===== config.mk =====
export PLATFORM = sky130hd
export DESIGN_NAME = reg_lock_bank
export DESIGN_NICKNAME = d
export VERILOG_FILES = /design/src/rtl/reg_lock_pkg.sv /design/src/rtl/reg_lock_slot.sv /design/src/rtl/reg_lock_bank.sv
export SDC_FILE = /design/constraint.sdc
export NUM_CORES = 1
export LEC_CHECK = 0
export CORE_MARGIN = 2
export CORE_UTILIZATION = 52
export DETAILED_ROUTE_END_ITERATION = 10
export GPL_TIMING_DRIVEN = 0
export HOLD_SLACK_MARGIN = 0.15
export PLACE_DENSITY = 0.95
export SYNTH_ARGS = -nofsm -noshare
export SYNTH_HDL_FRONTEND = slang
export SYNTH_HIERARCHICAL = 1
export SYNTH_SLANG_ARGS = --single-unit

===== constraint.sdc =====
create_clock -name Clk -period 3.9 [get_ports Clk]
set_input_delay 0.585 -clock Clk [delete_from_list [all_inputs] [get_ports Clk]]
set_output_delay 0.585 -clock Clk [all_outputs]
set_load 0.1 [all_outputs]

===== src/rtl/reg_lock_pkg.sv =====
// reg_lock_pkg: protection modes and per-register mode lookup for reg_lock_bank
package reg_lock_pkg;
  typedef enum logic [1:0] {MODE_RW, MODE_WO, MODE_LOCK_CMD, MODE_RSVD} reg_mode_e;
  function automatic reg_mode_e mode_of(input logic [31:0] modes, input int i);
    return reg_mode_e'(modes[2*i +: 2]);
  endfunction
endpackage


===== src/rtl/reg_lock_slot.sv =====
// reg_lock_slot: one protected register and its one-way lock flag
module reg_lock_slot
  import reg_lock_pkg::*;
#(
  parameter int W = 16,
  parameter reg_mode_e MODE = MODE_WO,
  parameter logic [W-1:0] RESET_VAL = '0,
  parameter bit STATUS_LSB = 1'b1
) (
  input  logic         Clk,
  input  logic         ip_resetn,
  input  logic         global_resetn,
  input  logic         wr,
  input  logic         lk,
  input  logic [W-1:0] d,
  output logic [W-1:0] q,
  output logic         locked
);
  localparam bit ST = STATUS_LSB && (MODE == MODE_WO || MODE == MODE_LOCK_CMD);
  localparam logic [W-1:0] MASK = ST ? ~W'(1) : '1;
  logic [W-1:0] val;
  // the lock survives the soft reset; only ip_resetn can clear it
  always_ff @(posedge Clk or negedge ip_resetn)
    if (!ip_resetn) begin
      val <= RESET_VAL;
      locked <= 1'b0;
    end else if (!global_resetn) val <= RESET_VAL;
    else begin
      if (wr && !locked) val <= d & MASK;
      if ((wr && !locked && MODE == MODE_WO) || (lk && MODE == MODE_LOCK_CMD)) locked <= 1'b1;
    end
  assign q = ST ? {val[W-1:1], locked} : val;
endmodule


===== src/rtl/reg_lock_bank.sv =====
// reg_lock_bank: bank of protected config registers with write handshake and violation counter
module reg_lock_bank
  import reg_lock_pkg::*;
#(
  parameter int DATA_W = 16,
  parameter int NUM_REGS = 4,
  parameter int ADDR_W = 4,
  parameter logic [2*NUM_REGS-1:0] MODE = {NUM_REGS{2'b01}},
  parameter logic [NUM_REGS*DATA_W-1:0] RESET_VAL = '0,
  parameter bit STATUS_LSB = 1'b1,
  parameter int CNT_W = 8
) (
  input  logic                       Clk,
  input  logic                       ip_resetn,
  input  logic                       global_resetn,
  input  logic                       wr_en,
  input  logic [ADDR_W-1:0]          wr_addr,
  input  logic [DATA_W-1:0]          wr_data,
  input  logic                       lock_req,
  input  logic                       viol_clr,
  input  logic [ADDR_W-1:0]          rd_addr,
  output logic [DATA_W-1:0]          rd_data,
  output logic                       wr_ack,
  output logic                       wr_err,
  output logic [NUM_REGS-1:0]        lock_status,
  output logic [NUM_REGS*DATA_W-1:0] data_out,
  output logic [CNT_W-1:0]           viol_cnt
);
  localparam int DEPTH = 2**ADDR_W;
  logic [DEPTH-1:0] valid_pad, lock_pad;
  logic [DATA_W-1:0] rd_mux [DEPTH];
  logic hit, accept, viol;
  logic [CNT_W-1:0] cnt_base;
  // address space is padded so out-of-range addresses decode as invalid/zero
  assign valid_pad = DEPTH'({NUM_REGS{1'b1}});
  assign lock_pad = DEPTH'(lock_status);
  assign hit = wr_en && global_resetn;
  assign accept = hit && valid_pad[wr_addr] && !lock_pad[wr_addr];
  assign viol = hit && !accept;
  assign cnt_base = viol_clr ? '0 : viol_cnt;
  for (genvar g = 0; g < DEPTH; g++) begin : g_reg
    if (g < NUM_REGS) begin : g_slot
      reg_lock_slot #(
        .W(DATA_W),
        .MODE(mode_of(32'(MODE), g)),
        .RESET_VAL(RESET_VAL[g*DATA_W +: DATA_W]),
        .STATUS_LSB(STATUS_LSB)
      ) u_slot (
        .Clk(Clk),
        .ip_resetn(ip_resetn),
        .global_resetn(global_resetn),
        .wr(accept && wr_addr == ADDR_W'(g)),
        .lk(lock_req && global_resetn && wr_addr == ADDR_W'(g)),
        .d(wr_data),
        .q(data_out[g*DATA_W +: DATA_W]),
        .locked(lock_status[g])
      );
      assign rd_mux[g] = data_out[g*DATA_W +: DATA_W];
    end else begin : g_pad
      assign rd_mux[g] = '0;
    end
  end
  always_ff @(posedge Clk or negedge ip_resetn)
    if (!ip_resetn) begin
      wr_ack <= 1'b0;
      wr_err <= 1'b0;
      rd_data <= '0;
      viol_cnt <= '0;
    end else begin
      wr_ack <= accept;
      wr_err <= viol;
      rd_data <= rd_mux[rd_addr];
      viol_cnt <= cnt_base + CNT_W'(viol && cnt_base != '1);
    end
endmodule


==> qor.csv, run 1 <==
metric,value,unit
number of max-cap violations,0,
1st-iter DRT viols,256,
Final ANT Viol Nets,0,
synthesized area per cell,11.4,µm²
Combinational Power Share,0.183,
via/cell ratio,5.75,
# fillers,553,
RePlAce Congestion,0.859,
WL/cell,19.5,µm
Pwr Density,309,nW/µm²
VDD IR max,0.000173,V
Buffers on Ports,117,
layout cells sized above 1,0.137,
H-Tree Depth,3,
WS Path Type,in -> reg,
Post-DP HPWL,8370,µm
minimum clock period after layout,2.79,ns
row count,33,
"Data arrival, critical path",3.07,ns
Clock Latency Late Sink,0.35,ns
crit share post-route,0.715,
fmax,0.359,GHz
core area,8220,µm²
CP Data Required Time,4.19,ns
via count,3586,
Critical Path Fanout Max,19,
Synth warnings,6,
drc violations,0,
clk_skew,0.00755,ns
outcome,completed,
I/O Pins,124,
wire length of the first global-routing pass,18800,µm
CTS Sinks,90,
dpl cell area,5750,µm²
antenna violations before repair,0,
setup tns final,0,ns
Final setup viols,0,
Worst slew margin,0.314,
crit start category,input pin,
pins over their slew limit,0,
Post-Synthesis Cells,387,
switch share,0.310,
Crit. End Element,register,
"Hold Vio Cnt, Final",0,
P&R area growth vs syn,33.5,%
Flop pwr share,0.526,
die area,9260,µm²
Synth Cell Area,4420,µm²
net switching power,0.565,mW
Clk pwr share,0.291,
"Reg clk slew, reported paths",0.08,ns
vias in the first global route,3647,
post-synth net total,419,
final wirelength,12200,µm
worst slew pin tran,1.03,ns
largest net degree at the start of global routing,64,
CTS buffer count,9,
Hold Crit Class,reg -> reg,
TritonCTS clock tree,built,
RSZ-0062 raised after global routing,no,
post-route cell area,5910,µm²
number of setup buffers added after CTS,0,
total global-route track usage,0.279,
drt pass-1 iters,5,
Pleak,2.46,nW
GRT Residual Overflow,0,
Die Wd,96.2,µm
Int Power,1.26,mW
Die Y,96.2,µm
antenna cells,0,
Initial Util,0.538,
final net count,549,
CTS Buffer Depth,2,
Root Buffer,clkbuf_8,
-- registers in the layout (all words and copies together), names as in the netlist --
signal	flops
g.g_slot.u_slot/locked	4
g.g_slot.u_slot/val	60
rd_data	16
viol_cnt	8
wr_ack	1
wr_err	1
-- worst max-delay path: stages --
cell             delay [ns]
clkdlybuf4s50_1        0.83
nand2_1                0.18
a221oi_2               0.28
o41a_1                 0.24
ha_1                   0.22
ha_1                   0.22
nand2_1                0.07
or3_1                  0.31
a21oi_1                0.13
-- path summary, 6_finish.rpt --
| check | from | end | slack, ns | cells past startpoint |
|---|---|---|---|---|
| worst max-delay path | global_resetn | viol_cnt[6] | 1.11 | 9 |
| worst min-delay path | g_reg[0].g_slot.u_slot/val[8] | g_reg[0].g_slot.u_slot/val[8] | 0.56 | 2 |
| worst max register to register | g_reg[2].g_slot.u_slot/locked | viol_cnt[6] | 1.62 | 8 |
| worst min register to register | g_reg[0].g_slot.u_slot/val[8] | g_reg[0].g_slot.u_slot/val[8] | 0.56 | 2 |
| max in group asynchronous | ip_resetn | g_reg[2].g_slot.u_slot/val[5] | 2.58 | 3 |
| min in group asynchronous | ip_resetn | g_reg[1].g_slot.u_slot/val[10] | 0.69 | 2 |
-- metal layers --
metal / part of all wire / vias up / wire length, µm / GRT usage
met1: 0.38 / 1801 / 4580 / 0.343
met3: 0.079 / 37 / 961 / 0.0392
met5: 0 / - / 0 / 0
met2: 0.51 / 203 / 6260 / 0.486
li1: - / 1545 / - / -
met4: 0.031 / 0 / 379 / 0.126
-- power by group through the flow --
stage               clock [mW]  sequential, mW  combinational [mW]
finish                   0.532           0.960               0.334
global route             0.567           0.961               0.348
CTS                      0.539           0.959               0.334
detailed placement           0           0.978               0.331
global placement             0           0.977               0.320
floorplan                    0            1.06               0.129
-- stage by stage --
stage	hold WS (ns)	worst slack [ns]	util	total power, mW	instances
2_1_floorplan	0.289	1.19	-	1.19	387
3_3_place_gp	0.536	-0.870	0.697	1.30	609
3_5_place_dp	0.531	0.843	0.700	1.31	610
4_1_cts	0.558	1.14	0.719	1.83	624
5_1_grt	0.573	0.974	0.719	1.88	624
6_report	0.558	1.11	0.719	1.83	624
-- layout by cell type, fill, tap and decap left out, types with 4 or more instances in the layout --
cell and n:
nor2_1 6, mux4_2 16, buf_12 5, mux2i_1 62, dfrtp_1 90, clkdlybuf4s50_1 116
nor2b_1 17, nand2_1 124, nor2b_4 5, nand3_1 4, clkbuf_8 9, buf_2 15
a21o_2 4, nand2b_1 4, buf_6 5, buf_4 5
-- what timing repair did --
action | 4_1_cts | 5_1_grt
hold buffers | 1 | 0
resized for setup | 0 | 0
hold endpoints to repair | 3 | 0
-- final cells by class --
cell class                      instances  area (µm²)  area share
Sequential cell                        90        2250       0.381
Multi-Input combinational cell        265        1900       0.321
Timing Repair Buffer                  119        1210       0.204
Buffer                                 31         269      0.0455
Tap cell                              105         131      0.0222
Clock buffer                            9         124      0.0210
Clock inverter                          4        22.5     0.00381
Inverter                                1        3.75    0.000635
No activity file was read; power rests on OpenSTA's default activity.
==> run 2, diff against run 1 <==
Settings changed: CORE_UTILIZATION 52 to 44, PLACE_DENSITY 0.95 to 0.86.
Clock period 3.9 ns to 2.3 ns, I/O delays scaled along.
==> qor.csv, run 2 (synthesized netlist as in run 1, its figures left out) <==
metric,value,unit,change
Root Buffer,clkbuf_8,,
fmax,0.441,GHz,
number of max-cap violations,0,,unchanged
hold depth,2,,unchanged
crit-path max cell delay,1.17,ns,+0.34 ns
origin of the worst min-delay path,viol_clr,,
Reg with most FFs,g.g_slot.u_slot/val,,
FF-to-FF setup slack,0.18,ns,-1.44 ns
"CP delay by family, top",buffers and inverters,,
H-Tree Depth,3,,unchanged
P&R area growth vs syn,35.9,%,
1st-iter DRT viols,198,,-23%
antenna cells,0,,unchanged
drt pass-1 iters,4,,-1
largest net degree at the start of global routing,67,,+4.7%
outcome,completed,,
RSZ-0062 raised after global routing,no,,
Buffers on Ports,117,,unchanged
layout cells sized above 1,0.165,,+0.0279
Worst slew margin,0.317,,+0.00359
Final ANT Viol Nets,0,,unchanged
Flop pwr share,0.513,,-0.013
clk_skew,0.00942,ns,+0.00187 ns
wire length of the first global-routing pass,20100,µm,+6.9%
crit start category,register,,
Hold Crit Class,in -> reg,,
Pwr Density,530,nW/µm²,+71%
die area,10900,µm²,+17%
row count,36,,+9.1%
Post-DP HPWL,8810,µm,+5.2%
total power,3.19,mW,+75%
sum of buffers and inverters on the critical path,1,,unchanged
dpl cell area,5810,µm²,+0.98%
Combinational Power Share,0.174,,-0.009
CTS Sinks,90,,unchanged
Die Y,104,µm,+8.3%
RePlAce Congestion,0.790,,-8.0%
Die Wd,104,µm,+8.3%
reg2reg start,g_reg[0].g_slot.u_slot/locked,,
pins over their slew limit,0,,unchanged
Hold EP,viol_cnt[3],,
RR Endpoint,viol_cnt[6],,
"Hold Vio Cnt, Final",0,,unchanged
Clock Latency Late Sink,0.35,ns,about the same
R2R cell count,8,,unchanged
Initial Util,0.453,,-0.0858
post-route cell area,6010,µm²,+1.8%
VDD IR max,0.000355,V,+110%
CP Cell Sequence,clkdlybuf4s50_1,,
number of setup buffers added after CTS,0,,unchanged
drc violations,0,,unchanged
CP Data Required Time,1.96,ns,-2.23 ns
antenna violations before repair,0,,unchanged
# fillers,821,,+48%
Int Power,2.19,mW,+74%
final net count,549,,unchanged
I/O Pins,124,,unchanged
via count,3489,,-2.7%
net switching power,0.995,mW,+76%
registers with the most flip-flops,"g.g_slot.u_slot/val: 60 flops, rd_data: 16 flops, viol_cnt: 8 flops",,
max FFs per register,60,,unchanged
"most common cell after layout, fill and taps aside",nand2_1,,
core area,9770,µm²,+19%
via/cell ratio,5.33,,-7.3%
most frequent cells in the layout,"nand2_1, clkdlybuf4s50_1, dfrtp_1, mux2i_1, nor2b_1",,
GRT Residual Overflow,0,,unchanged
"Reg clk slew, reported paths",0.09,ns,about the same
"worst slack, placed",-0.563,ns,-1.41 ns
setup tns final,0,ns,unchanged
switch share,0.312,,+0.00271
Crit. End Element,primary output,,
Final setup viols,0,,unchanged
Pleak,2.61,nW,+6.2%
minimum clock period after layout,2.27,ns,
Slowest cell on crit path,clkdlybuf4s50_1,,
Clk pwr share,0.312,,+0.021
CTS buffer count,9,,unchanged
min setup slack post-route,0.0302,ns,-1.08 ns
Critical Path Fanout Max,3,,-16
CTS Buffer Depth,2,,unchanged
WL/cell,19.1,µm,-2.1%
WS Path Type,reg -> out,,
final wirelength,12500,µm,+2.8%
worst slew pin tran,1.02,ns,-0.00384 ns
"Data arrival, critical path",1.92,ns,-1.15 ns
TritonCTS clock tree,built,,
crit share post-route,0.987,,
total global-route track usage,0.238,,-0.0402
vias in the first global route,3709,,+1.7%
run 2: changes by cell type in the layout (fill, tap and decap cells not counted), moves of 2 or more:
cell and delta:
clkinvlp_4 +2, mux2i_2 +2, dlymetal6s2s_1 +8, mux2i_1 -2, dfrtp_2 +5, clkinv_2 -3, dlygate4sd2_1 +8, dfrtp_1 -9
dfrtp_4 +4, clkdlybuf4s50_1 -17
run 2: per-stage QoR:
stage | hold slack, ns | utilization | instances
floorplan | 0.0494 | - | 387
CTS | 0.340 | 0.613 | 655
finish | 0.360 | 0.615 | 655
detailed placement | 0.278 | 0.594 | 638
global route | 0.386 | 0.615 | 655
global placement | 0.536 | 0.592 | 637
run 2: final cells by class:
type                       instances  area (µm²)  share of cell area
buffer                            31         269              0.0447
clock buffer                      11         141              0.0235
clock inverter                     5        40.0             0.00666
inverter                           1        3.75            0.000624
multi-input combinational        265        1910               0.317
sequential                        90        2270               0.378
tap                              133         166              0.0277
timing repair buffer             119        1210               0.201
run 2: worst max-delay path by stage:
stage / startpoint / endpoint / slack [ns] / depth (start not counted)
floorplan: viol_cnt[1] / viol_cnt[4] / 0.02 / 7
global placement: ip_resetn / g_reg[3].g_slot.u_slot/locked / -2.97 / 1
detailed placement: global_resetn / viol_cnt[6] / -0.56 / 9
CTS: g_reg[0].g_slot.u_slot/val[4] / data_out[4] / 0.005 / 1
global route: g_reg[0].g_slot.u_slot/val[10] / data_out[10] / 0.0005 / 1
finish: g_reg[0].g_slot.u_slot/val[15] / data_out[15] / 0.03 / 1
run 2: metal layers:
metal  global-route usage  share of wire  up-vias
met5                    0              0        -
met4               0.0705          0.018        0
met3               0.0457          0.065       24
met2                0.410           0.51      149
met1                0.306           0.40     1765
li1                     -              -     1551
run 2: repair_timing:
item	4_1_cts	5_1_grt
hold buffers	1	0
pin swaps	0	1
endpoints found under the setup margin	12	9
cloned	0	0
gates resized for setup	9	13
endpoints found under the hold margin	24	0
run 2: power by group through the flow:
stage / Combinational, mW / Sequential [mW] / Clock [mW]
finish: 0.555 / 1.64 / 0.995
detailed placement: 0.568 / 1.67 / 0
CTS: 0.556 / 1.63 / 1.02
global route: 0.585 / 1.64 / 1.08
floorplan: 0.218 / 1.80 / 0
global placement: 0.549 / 1.67 / 0
